File: src/rtl/decode_stage.sv
// decode_stage: registered RV32I decode stage between fetch and execute.
//
// An instruction/PC pair is accepted through a valid/ready handshake, decoded
// combinationally, and then held as a control bundle in the output register.
// A second bundle register (the skid entry) absorbs one instruction while
// execute applies backpressure. Because of this entry, in_ready is a plain
// register bit (!skid_valid) and does not depend on out_ready.
//
// Ports:
//   clk, rst_n        clock; asynchronous active-low reset
//   flush             synchronous discard of held and incoming instructions
//   in_valid/in_ready fetch handshake; in_instr, in_pc carry the instruction
//   out_valid/out_ready execute handshake for the bundle below
//   out_pc            PC of the decoded instruction
//   rd, rs1, rs2      register indices, 0 when the format does not use them
//   imm               sign-extended immediate (U-type: upper 20 bits, low 12 zero)
//   alu_op            ALU opcode (ADD=0 .. PASSB=10, M ops 16..23)
//   alu_src_imm       operand B comes from imm
//   reg_write, mem_read, mem_write, branch, jump   control flags
//   mem_size          funct3 for loads/stores, 0 otherwise
//   illegal           undecodable instruction; all control flags forced low
//
// Optional feature macro: DECODE_RV32M_EN
//   When defined, OP with funct7=0000001 decodes to MUL..REMU (alu_op=16+funct3).
//   When undefined, that encoding is reported as illegal.

module decode_stage #(
    parameter int XLEN     = 32,
    parameter int PC_W     = 32,
    parameter int ALU_OP_W = 5
) (
    input  logic                clk,
    input  logic                rst_n,
    input  logic                flush,
    input  logic                in_valid,
    output logic                in_ready,
    input  logic [31:0]         in_instr,
    input  logic [PC_W-1:0]     in_pc,
    output logic                out_valid,
    input  logic                out_ready,
    output logic [PC_W-1:0]     out_pc,
    output logic [4:0]          rd,
    output logic [4:0]          rs1,
    output logic [4:0]          rs2,
    output logic [XLEN-1:0]     imm,
    output logic [ALU_OP_W-1:0] alu_op,
    output logic                alu_src_imm,
    output logic                reg_write,
    output logic                mem_read,
    output logic                mem_write,
    output logic                branch,
    output logic                jump,
    output logic [2:0]          mem_size,
    output logic                illegal
);

    localparam logic [4:0] ALU_ADD   = 5'd0;
    localparam logic [4:0] ALU_SUB   = 5'd1;
    localparam logic [4:0] ALU_SLL   = 5'd2;
    localparam logic [4:0] ALU_SLT   = 5'd3;
    localparam logic [4:0] ALU_SLTU  = 5'd4;
    localparam logic [4:0] ALU_XOR   = 5'd5;
    localparam logic [4:0] ALU_SRL   = 5'd6;
    localparam logic [4:0] ALU_SRA   = 5'd7;
    localparam logic [4:0] ALU_OR    = 5'd8;
    localparam logic [4:0] ALU_AND   = 5'd9;
    localparam logic [4:0] ALU_PASSB = 5'd10;

    localparam logic [6:0] OPC_OP_IMM = 7'b0010011;
    localparam logic [6:0] OPC_OP     = 7'b0110011;
    localparam logic [6:0] OPC_LOAD   = 7'b0000011;
    localparam logic [6:0] OPC_STORE  = 7'b0100011;
    localparam logic [6:0] OPC_BRANCH = 7'b1100011;
    localparam logic [6:0] OPC_JAL    = 7'b1101111;
    localparam logic [6:0] OPC_JALR   = 7'b1100111;
    localparam logic [6:0] OPC_LUI    = 7'b0110111;
    localparam logic [6:0] OPC_AUIPC  = 7'b0010111;

    typedef struct packed {
        logic [4:0]          rd;
        logic [4:0]          rs1;
        logic [4:0]          rs2;
        logic [XLEN-1:0]     imm;
        logic [ALU_OP_W-1:0] alu_op;
        logic                alu_src_imm;
        logic                reg_write;
        logic                mem_read;
        logic                mem_write;
        logic                branch;
        logic                jump;
        logic [2:0]          mem_size;
        logic                illegal;
        logic [PC_W-1:0]     pc;
    } bundle_t;

    bundle_t     dec;
    bundle_t     out_q;
    bundle_t     skid_q;
    logic        out_valid_q;
    logic        skid_valid_q;
    logic        take_in;
    logic        drain;

    logic [6:0]  opcode;
    logic [2:0]  funct3;
    logic [6:0]  funct7;
    logic [31:0] imm_i;
    logic [31:0] imm_s;
    logic [31:0] imm_b;
    logic [31:0] imm_u;
    logic [31:0] imm_j;
    logic [4:0]  op;
    logic        legal;

    // funct3 -> ALU op for the base register/immediate arithmetic group
    function automatic logic [4:0] base_alu(input logic [2:0] f3);
        logic [4:0] r;
        case (f3)
            3'd0:    r = ALU_ADD;
            3'd1:    r = ALU_SLL;
            3'd2:    r = ALU_SLT;
            3'd3:    r = ALU_SLTU;
            3'd4:    r = ALU_XOR;
            3'd5:    r = ALU_SRL;
            3'd6:    r = ALU_OR;
            default: r = ALU_AND;
        endcase
        return r;
    endfunction

    always_comb begin
        opcode = in_instr[6:0];
        funct3 = in_instr[14:12];
        funct7 = in_instr[31:25];
        imm_i  = {{20{in_instr[31]}}, in_instr[31:20]};
        imm_s  = {{20{in_instr[31]}}, in_instr[31:25], in_instr[11:7]};
        imm_b  = {{19{in_instr[31]}}, in_instr[31], in_instr[7], in_instr[30:25],
                  in_instr[11:8], 1'b0};
        imm_u  = {in_instr[31:12], 12'h000};
        imm_j  = {{11{in_instr[31]}}, in_instr[31], in_instr[19:12], in_instr[20],
                  in_instr[30:21], 1'b0};
        op     = ALU_ADD;
        legal  = 1'b1;
        dec    = '0;
        dec.pc = in_pc;

        // Every legal opcode ends in 2'b11, so a bad instr[1:0] falls to default.
        case (opcode)
            OPC_OP_IMM: begin
                dec.rd          = in_instr[11:7];
                dec.rs1         = in_instr[19:15];
                dec.imm         = imm_i;
                dec.alu_src_imm = 1'b1;
                dec.reg_write   = 1'b1;
                op              = base_alu(funct3);
                if (funct3 == 3'd1 && funct7 != 7'b0000000) begin
                    legal = 1'b0;
                end else if (funct3 == 3'd5) begin
                    if (funct7 == 7'b0100000) begin
                        op = ALU_SRA;
                    end else if (funct7 != 7'b0000000) begin
                        legal = 1'b0;
                    end
                end
            end
            OPC_OP: begin
                dec.rd        = in_instr[11:7];
                dec.rs1       = in_instr[19:15];
                dec.rs2       = in_instr[24:20];
                dec.reg_write = 1'b1;
                case (funct7)
                    7'b0000000: op = base_alu(funct3);
                    7'b0100000: begin
                        if (funct3 == 3'd0) begin
                            op = ALU_SUB;
                        end else if (funct3 == 3'd5) begin
                            op = ALU_SRA;
                        end else begin
                            legal = 1'b0;
                        end
                    end
                    7'b0000001: begin
`ifdef DECODE_RV32M_EN
                        op = 5'd16 + {2'b00, funct3};
`else
                        legal = 1'b0;
`endif
                    end
                    default: legal = 1'b0;
                endcase
            end
            OPC_LOAD: begin
                dec.rd          = in_instr[11:7];
                dec.rs1         = in_instr[19:15];
                dec.imm         = imm_i;
                dec.alu_src_imm = 1'b1;
                dec.mem_read    = 1'b1;
                dec.reg_write   = 1'b1;
                dec.mem_size    = funct3;
                if (funct3 == 3'd3 || funct3 == 3'd6 || funct3 == 3'd7) begin
                    legal = 1'b0;
                end
            end
            OPC_STORE: begin
                dec.rs1         = in_instr[19:15];
                dec.rs2         = in_instr[24:20];
                dec.imm         = imm_s;
                dec.alu_src_imm = 1'b1;
                dec.mem_write   = 1'b1;
                dec.mem_size    = funct3;
                if (funct3 > 3'd2) begin
                    legal = 1'b0;
                end
            end
            OPC_BRANCH: begin
                dec.rs1    = in_instr[19:15];
                dec.rs2    = in_instr[24:20];
                dec.imm    = imm_b;
                dec.branch = 1'b1;
                op         = ALU_SUB;
                if (funct3 == 3'd2 || funct3 == 3'd3) begin
                    legal = 1'b0;
                end
            end
            OPC_JAL: begin
                dec.rd        = in_instr[11:7];
                dec.imm       = imm_j;
                dec.jump      = 1'b1;
                dec.reg_write = 1'b1;
            end
            OPC_JALR: begin
                dec.rd        = in_instr[11:7];
                dec.rs1       = in_instr[19:15];
                dec.imm       = imm_i;
                dec.jump      = 1'b1;
                dec.reg_write = 1'b1;
                if (funct3 != 3'd0) begin
                    legal = 1'b0;
                end
            end
            OPC_LUI: begin
                dec.rd          = in_instr[11:7];
                dec.imm         = imm_u;
                dec.alu_src_imm = 1'b1;
                dec.reg_write   = 1'b1;
                op              = ALU_PASSB;
            end
            OPC_AUIPC: begin
                dec.rd          = in_instr[11:7];
                dec.imm         = imm_u;
                dec.alu_src_imm = 1'b1;
                dec.reg_write   = 1'b1;
            end
            default: legal = 1'b0;
        endcase

        dec.alu_op = ALU_OP_W'(op);

        // An illegal token still flows downstream, but as an inert bundle.
        if (!legal) begin
            dec         = '0;
            dec.pc      = in_pc;
            dec.illegal = 1'b1;
        end
    end

    assign in_ready = !skid_valid_q;
    assign take_in  = in_valid && in_ready;
    assign drain    = !out_valid_q || out_ready;

    always_ff @(posedge clk or negedge rst_n) begin
        if (!rst_n) begin
            out_valid_q  <= 1'b0;
            skid_valid_q <= 1'b0;
            out_q        <= '0;
            skid_q       <= '0;
        end else if (flush) begin
            out_valid_q  <= 1'b0;
            skid_valid_q <= 1'b0;
        end else if (drain) begin
            if (skid_valid_q) begin
                // take_in is always low here (in_ready = !skid_valid), so the
                // skid simply empties; kept general for clarity of intent.
                out_q        <= skid_q;
                out_valid_q  <= 1'b1;
                skid_valid_q <= take_in;
                if (take_in) begin
                    skid_q <= dec;
                end
            end else begin
                if (take_in) begin
                    out_q <= dec;
                end
                out_valid_q <= take_in;
            end
        end else if (take_in) begin
            skid_q       <= dec;
            skid_valid_q <= 1'b1;
        end
    end

    assign out_valid   = out_valid_q;
    assign out_pc      = out_q.pc;
    assign rd          = out_q.rd;
    assign rs1         = out_q.rs1;
    assign rs2         = out_q.rs2;
    assign imm         = out_q.imm;
    assign alu_op      = out_q.alu_op;
    assign alu_src_imm = out_q.alu_src_imm;
    assign reg_write   = out_q.reg_write;
    assign mem_read    = out_q.mem_read;
    assign mem_write   = out_q.mem_write;
    assign branch      = out_q.branch;
    assign jump        = out_q.jump;
    assign mem_size    = out_q.mem_size;
    assign illegal     = out_q.illegal;

endmodule

File: config.mk
export PLATFORM = sky130hd
export DESIGN_NAME = decode_stage
export DESIGN_NICKNAME = d
export VERILOG_FILES = /design/src/rtl/decode_stage.sv
export SDC_FILE = /design/constraint.sdc
export NUM_CORES = 1
export LEC_CHECK = 0
export BUFFER_PORTS_ARGS = -buffer_cell sky130_fd_sc_hd__buf_2
export CORE_MARGIN = 1.5
export CORE_UTILIZATION = 45
export CTS_BUF_LIST = sky130_fd_sc_hd__clkbuf_8
export DETAILED_ROUTE_END_ITERATION = 8
export PLACE_DENSITY = 0.7
export SLEW_MARGIN = 30
export SYNTH_ARGS = -nofsm -noshare
export SYNTH_HDL_FRONTEND = slang
export SYNTH_SLANG_ARGS = --single-unit
File: constraint.sdc
create_clock -name clk -period 2 [get_ports clk]
set_input_delay 0.4 -clock clk [delete_from_list [all_inputs] [get_ports clk]]
set_output_delay 0.4 -clock clk [all_outputs]
set_load 0.01 [all_outputs]
; After elaboration in Yosys (flattened, before gate mapping)
; Cells that the tools add are included.
[word_totals]
in_bits = 69
output_inout_bits = 96
ff_bits = 190
word_cells = 120
[classes]
n_mux = 44
n_bitwise = 1
n_reduce_logical = 26
order_cmp = 1
eq_ne = 18
[op_table]
columns = op, n
row1 = 2-to-1 mux 94 bit, 6
row2 = case mux 32 bit (5 select lines), 1
row3 = == test 7 x 6 -> 1 bit (second input constant), 4
row4 = case mux 4 bit (7 select lines), 1
row5 = 2-to-1 mux 1 bit, 23
row6 = == test 7 bit (second input constant), 3
row7 = case mux 4 bit (4 select lines), 1
row8 = 2-to-1 mux 5 bit, 3
row9 = == test 7 x 5 -> 1 bit (second input constant), 2
row10 = == test 3 bit (second input constant), 4
row11 = 2-to-1 mux 4 bit, 3
row12 = 2-to-1 mux 3 bit, 3
row13 = OR reduction 3 bit, 3
row14 = case mux 4 bit (2 select lines), 1
row15 = == test 7 x 2 -> 1 bit (second input constant), 1
row16 = logical NOT 7 bit, 1
row17 = case mux 1 bit (7 select lines), 1
row18 = nonzero test 7 bit, 1
row19 = OR reduction 7 bit, 1
row20 = == test 3 x 2 -> 1 bit (second input constant), 2
row21 = nonzero test 3 bit, 2
row22 = OR reduction 2 bit, 3
row23 = OR reduction 6 bit, 1
row24 = OR reduction 5 bit, 1
row25 = 12 further kinds, 18

; Depth between registers and ports, before layout
; Gate-level depths: netlist of the first run.
[logic_depth]
word_depth = 10
mapped_depth = 8

; Least setup slack after synthesis of the first run
; OpenSTA, ideal clock, no wires.
[synth_path]
path_kind = in2reg
from = in in_instr[3]
to = reg out_q (netlist bit imm[15])
required_ns = 1.904
cell_stages = 8
setup_time_ns = 0.096
arrival_ns = 1.893
path_slack_ns = 0.011
cell_sequence = buf_2 -> and4bb_2 -> nand2_2 -> o311ai_4 -> buf_6 -> nor2_4 -> buf_6 -> o31ai_1
[synth_via]
elab_chain_len = 6
[synth_lines]
columns = element, line_no
row1 = start: declaration, 37  ; input logic [31:0] in_instr,
row2 = "== test 7 x 5 -> 1 bit, or another cell as far along", 148  ; case (opcode)
row3 = OR reduction 3 bit (no source line) / OR reduction 2 bit (equally long branches), --
row4 = case mux 1 bit (7 select lines) / case mux 32 bit (5 select lines) (equally long branches), 148
row5 = 2-to-1 mux 94 bit (*), 260  ; if (!legal) begin
row6 = 2-to-1 mux 94 bit (*), 291  ; if (take_in) begin
row7 = 2-to-1 mux 94 bit (*), 281  ; if (skid_valid_q) begin
row8 = end signal: assignment, 284  ; out_q <= skid_q;
row9 = end: declaration, 97  ; bundle_t out_q;
; Mark *: on every way between the ends. The rest lies on a longest branch, timed or not. The select of a mux whose other input is x is not followed.
; A chain may end at the register's enable or synchronous reset.

; Worst setup path in the final report of the first run
[layout_path]
from = reg skid_valid_q
to = out in_ready
[layout_via]
elab_chain_len = 1
[layout_lines]
columns = element, line_no
row1 = start: declaration, 100  ; logic skid_valid_q;
row2 = start signal: assignment, 286  ; skid_valid_q <= take_in;
row3 = logical NOT 1 bit, 267  ; assign in_ready = !skid_valid_q;
row4 = end: declaration, 36  ; output logic in_ready,
; No other way between the ends.

==> out/results.ini, run 1 <==
[outcome]
run_status=finished, final reports clean

[route]
drc_errors=0
drt_iter0_markers=638
routed_wirelength_um=26370
first_pass_iters=5
via_count=7907
via_per_inst=5.510
ant_nets=0
avgRoutedWirePerCell_um=18.38

[critical_path]
critPathMaxStageDelay_ns=0.51
crit_slowest_cell=dfrtp_4
worstRegToRegCells=8
crit_cells=4
crit_path_end_kind=output port
worstPathMaxFanout=39
cp.arrival_ns=1.54
start_kind=flip-flop
critical_path.cell_chain=buf_16 > inv_4 > buf_6 > buf_4
path_buf_inv=4
path_class=reg -> out
worst_ep_required_time_ns=1.60
path_delay_family=buffers and inverters

[timing]
finalHoldViolCount=0
setup_viol_count_final=0
finalClockSkew_ns=0.01226
max_freq_mhz=515.6
slew_violations=0
fin_setup_tns_ns=0
layout_min_cycle_time_ns=1.939
maxSlewHeadroom=0.6273
tightest_slew_ns=0.5591
fin_crit_sh=0.9697

[final_layout]
design_area_um2=10970
register_area_um2=4708
final_nets=1233
n_antenna_cell=0
layout-drive-gt1-share=0.2698
area_delta_synth_final_pct=26.37
multi_input_area_um2=3700
n_fill_cell=1674

[place]
io_buffers=163
place_hpwl_um=17900
place.gp.congestion=0.9061
dpl_cell_area_um2=10400

[synth]
synth_edf_count=0
synth_top_area_share=0.5421
synth-warning-count=0
synth-async-reset-ratio=1.000
yosysTopAreaCell=dfrtp_1
synth_nets=1016
synth_most_common_cell=nand2_1
ys_seq_elements=188
ys_top_cells_by_count=nand2_1, dfrtp_1, o21ai_0
synth_flop_cell=dfrtp_1
synthTopCellsByArea=dfrtp_1, nand2_1, o21ai_0
synthCells=947
yosysSeqAreaShare=0.5421
syn_area_per_cell_um2=9.164
synthesis.area_um2=8678
ys_types=53

[grt]
grt_overflow_total=0
grt.total_usage=0.2629
grt_max_degree=63
grt_pass1_vias=7540
antenna_found_initial=1
grt_pass1_wl_um=41080

[floorplan]
fp.coreArea_um2=18830
num_rows=50
ioPinCount=165
die-area_um2=20130
initial_core_util=0.4609
die_y_um=141.9
floorplan.die.width_um=141.9

[job]
cap_violations=0

[cts]
h-tree-depth=4
cts_tree=yes
clkTransAtPathRegs_ns=0.11
cts_root_buf=clkbuf_8
cts_buffers=17
cts_sinks=188
clk_latency_ns=0.48
cts_buffer_depth=2

[power_and_ir_drop]
p_leak_nw=5.404
power_density_nw_per_um2=730.8
ir_drop_mv=0.5207

[worst_hold_path]
min_path_cells=3
hold_path_class=in -> reg

## flip-flops by register name, indices dropped and copies added (netlist names)
signal,count
rs2,5
mem_write,1
branch,1
rs1,5
jump,1
alu_src_imm,1
out_valid,1
rd,5
imm,32
reg_write,1
out_pc,32
alu_op,4
mem_read,1
illegal,1
skid_valid_q,1
skid_q,93
mem_size,3
## timing repair
action,4_1_cts,5_1_grt
buffers inserted,1,4
gates cloned,1,2
gates resized for setup,3,11
endpoints found under the hold margin,43,0
pin swaps,0,3
setup endpoints to repair,1,37
hold buffers,1,0
## report_power, final
group,internal (mW),switching [mW]
combinational,0.465,0.696
clock,1.09,1.48
sequential,4.11,0.171
total,5.66,2.35
## per-stage QoR
step           total power, mW  std cells  setup WS [ns]  hold WS, ns    util
2_1_floorplan            4.860        947        0.01106       0.1044       -
3_3_place_gp             5.457       1396        -0.3564       0.3963  0.5525
3_5_place_dp             5.491       1396        -0.4461       0.3972  0.5525
4_1_cts                  8.034       1429        0.02091      0.09280  0.5763
5_1_grt                  8.368       1435      -0.003237       0.1076  0.5824
6_report                 8.014       1435        0.06058       0.1119  0.5824
## cell type report
type,instances,share of cell area
sequential,188,0.4293
clock inverter,11,0.01152
clock buffer,19,0.02384
multi-input combinational,682,0.3374
inverter,8,0.002966
timing repair buffer,267,0.1653
tap,260,0.02966
## placed cells by master, fill, tap and decap left out, types with 3 or more instances in the layout
cell type  instances
inv_1              7
and3_1            49
nor3_1             7
o22ai_1            4
nand3_1            7
nor2_1            29
a31oi_1            6
inv_6              3
o21ai_1            4
inv_8              4
o41ai_1            3
a21oi_1           85
a22o_1             5
clkbuf_8          20
dfrtp_1          187
o2111ai_1          3
o221ai_1           7
a221oi_1           3
mux2i_1           32
a22oi_1            6
buf_4             88
o31ai_1           20
nand2b_1           4
buf_2            161
and2_1             4
nand2_1          244
o21ai_0          118
buf_12            10
o211ai_1           4
## worst min-delay path: stages
cell and delay [ns]:
buf_2 0.09, nand2_1 0.04, nand2_1 0.05
## final timing paths
path | startpoint | end | slack, ns
setup / recovery | skid_valid_q | in_ready | 0.06
hold / removal | in_pc[24] | skid_q[24] | 0.11
setup reg to reg | skid_valid_q | imm[19] | 0.08
hold reg to reg | skid_q[58] | skid_q[58] | 0.48
max in group asynchronous | rst_n | skid_q[22] | 0.96
min in group asynchronous | rst_n | imm[17] | 0.44
## logic make-up after synthesis
group	after synthesis	synth area share
AOI/OAI and AO/OA	282	0.1938
xor gates and xnor gates	1	0.001009
buffers and inverters	78	0.03921
DFF	188	0.5421
muxes	33	0.03821
other	1	0.0004321
and+or+nand+nor	364	0.1853
## layer usage
metal	global-route usage	vias up	part of all wire
met5	0	-	0
met4	0.08736	0	0.020
met3	0.05366	34	0.063
met2	0.3949	272	0.46
met1	0.3809	3864	0.46
li1	-	3737	-
Note: power is estimated with default switching activity, not from simulation.
==> run 2: changes to the inputs <==
--- a/config.mk
+++ b/config.mk
@@ -10,7 +10,9 @@
 export CORE_UTILIZATION = 45
 export CTS_BUF_LIST = sky130_fd_sc_hd__clkbuf_8
 export DETAILED_ROUTE_END_ITERATION = 8
+export HOLD_SLACK_MARGIN = 0.15
 export PLACE_DENSITY = 0.7
+export RECOVER_POWER = 100
 export SLEW_MARGIN = 30
 export SYNTH_ARGS = -nofsm -noshare
 export SYNTH_HDL_FRONTEND = slang
==> out/results.ini, run 2 (same netlist as run 1, synthesis figures left out) <==
[outcome]
run_status=finished, final reports clean

[grt]
grt_pass1_vias=7689
grt_pass1_wl_um=41920
grt.total_usage=0.2685
grt_overflow_total=0
antenna_found_initial=1
grt_max_degree=63

[critical_path]
crit_path_end_kind=output port
worst_ep_required_time_ns=1.60
r2r-start=skid_valid_q
worstRegToRegCells=8
cp.arrival_ns=1.54
critical_path.startpoint=skid_valid_q
path_class=reg -> out
worstPathMaxFanout=39
start_kind=flip-flop

[timing]
setup_viol_count_final=0
layout_min_cycle_time_ns=1.935
whs_ns=0.1765
finalClockSkew_ns=0.009883
finalHoldViolCount=0
fin_crit_sh=0.9676
slew_violations=0
maxSlewHeadroom=0.04648
tightest_slew_ns=1.430
rsz0062_at_grt=true
max_freq_mhz=516.8

[floorplan]
die_y_um=141.9
die-area_um2=20130
ioPinCount=165
fp.coreArea_um2=18830
initial_core_util=0.4609
floorplan.die.width_um=141.9
num_rows=50

[power_and_ir_drop]
p_leak_nw=5.517
power_density_nw_per_um2=716.1
ir_drop_mv=0.5203

[final_layout]
n_fill_cell=1635
n_antenna_cell=0
final_nets=1264
postLayoutCoreUtil=0.5968
largest_reg_flops=93
area_delta_synth_final_pct=29.50
top_register=skid_q
layout-drive-gt1-share=0.2612
final_cell_mix=nand2_1, dfrtp_1, buf_2
final_common_cell=nand2_1

[route]
drc_errors=0
via_count=8017
ant_nets=0
drt_iter0_markers=612
via_per_inst=5.469
routed_wirelength_um=26580
first_pass_iters=5
avgRoutedWirePerCell_um=18.13

[cts]
cts_buffers=17
cts_tree=yes
cts_sinks=188
cts_root_buf=clkbuf_8
clkTransAtPathRegs_ns=0.10
clk_latency_ns=0.48
h-tree-depth=4
cts_buffer_depth=2

[job]
cap_violations=0

[worst_hold_path]
hold_path_class=in -> reg
min_path_cells=3
worstHoldStart=in_instr[16]

[place]
io_buffers=163
place.gp.congestion=0.9061
place_hpwl_um=17900

[run 2: critical path, stage by stage (launching register included)]
cell and delay [ns]:
dfrtp_4 0.51, buf_16 0.19, inv_4 0.08, buf_6 0.14, buf_4 0.13
[run 2: path summary, 6_finish.rpt]
| check | to | slack (ns) |
|---|---|---|
| max in group asynchronous | rs1[0] | 0.25 |
| min reg2reg | skid_q[58] | 0.48 |
| min | rs1[1] | 0.18 |
| max | in_ready | 0.06 |
| min in group asynchronous | imm[17] | 0.79 |
| max reg2reg | imm[19] | 0.09 |
[run 2: layout make-up]
type                    instances  area, um2  share of cell area
repair buffers                298       2091              0.1860
well taps                     260      325.3             0.02895
clock inverters                11      126.4             0.01124
clock buffers                  19      261.5             0.02327
flip-flops and latches        188       4708              0.4189
multi-input cells             682       3694              0.3287
inverters                       8      32.53            0.002895
[run 2: through the flow]
step | setup TNS [ns] | std cells | worst slack [ns] | total power [mW] | instance area [um2]
after floorplan | 0 | 947 | 0.01106 | 4.860 | 8678
after global placement | -25.86 | 1396 | -0.3564 | 5.457 | 10400
after detailed placement | -30.94 | 1396 | -0.4461 | 5.491 | 10400
after CTS | 0 | 1462 | 0.02091 | 8.084 | 11180
after global routing | -0.02138 | 1466 | -0.006458 | 8.404 | 11240
final | 0 | 1466 | 0.06486 | 8.047 | 11240
[run 2: what timing repair did]
action | CTS | global route
setup buffers | 1 | 3
hold buffers | 34 | 0
resized for setup | 3 | 9
hold endpoints to repair | 77 | 0
cloned | 1 | 1
setup endpoints to repair | 1 | 36
pin swaps | 0 | 2
[run 2: power by group]
part           switching, mW  internal, mW  leakage, nW
Sequential             0.175          4.11         2.49
Clock                   1.47          1.09        0.197
Combinational          0.702         0.495         2.83
[run 2: per-layer routing]
metal	track usage	part of all wire	vias to the layer above
li1	-	-	3791
met1	0.3853	0.46	3924
met2	0.4108	0.46	270
met3	0.04961	0.057	32
met4	0.09061	0.020	0
met5	0	0	-
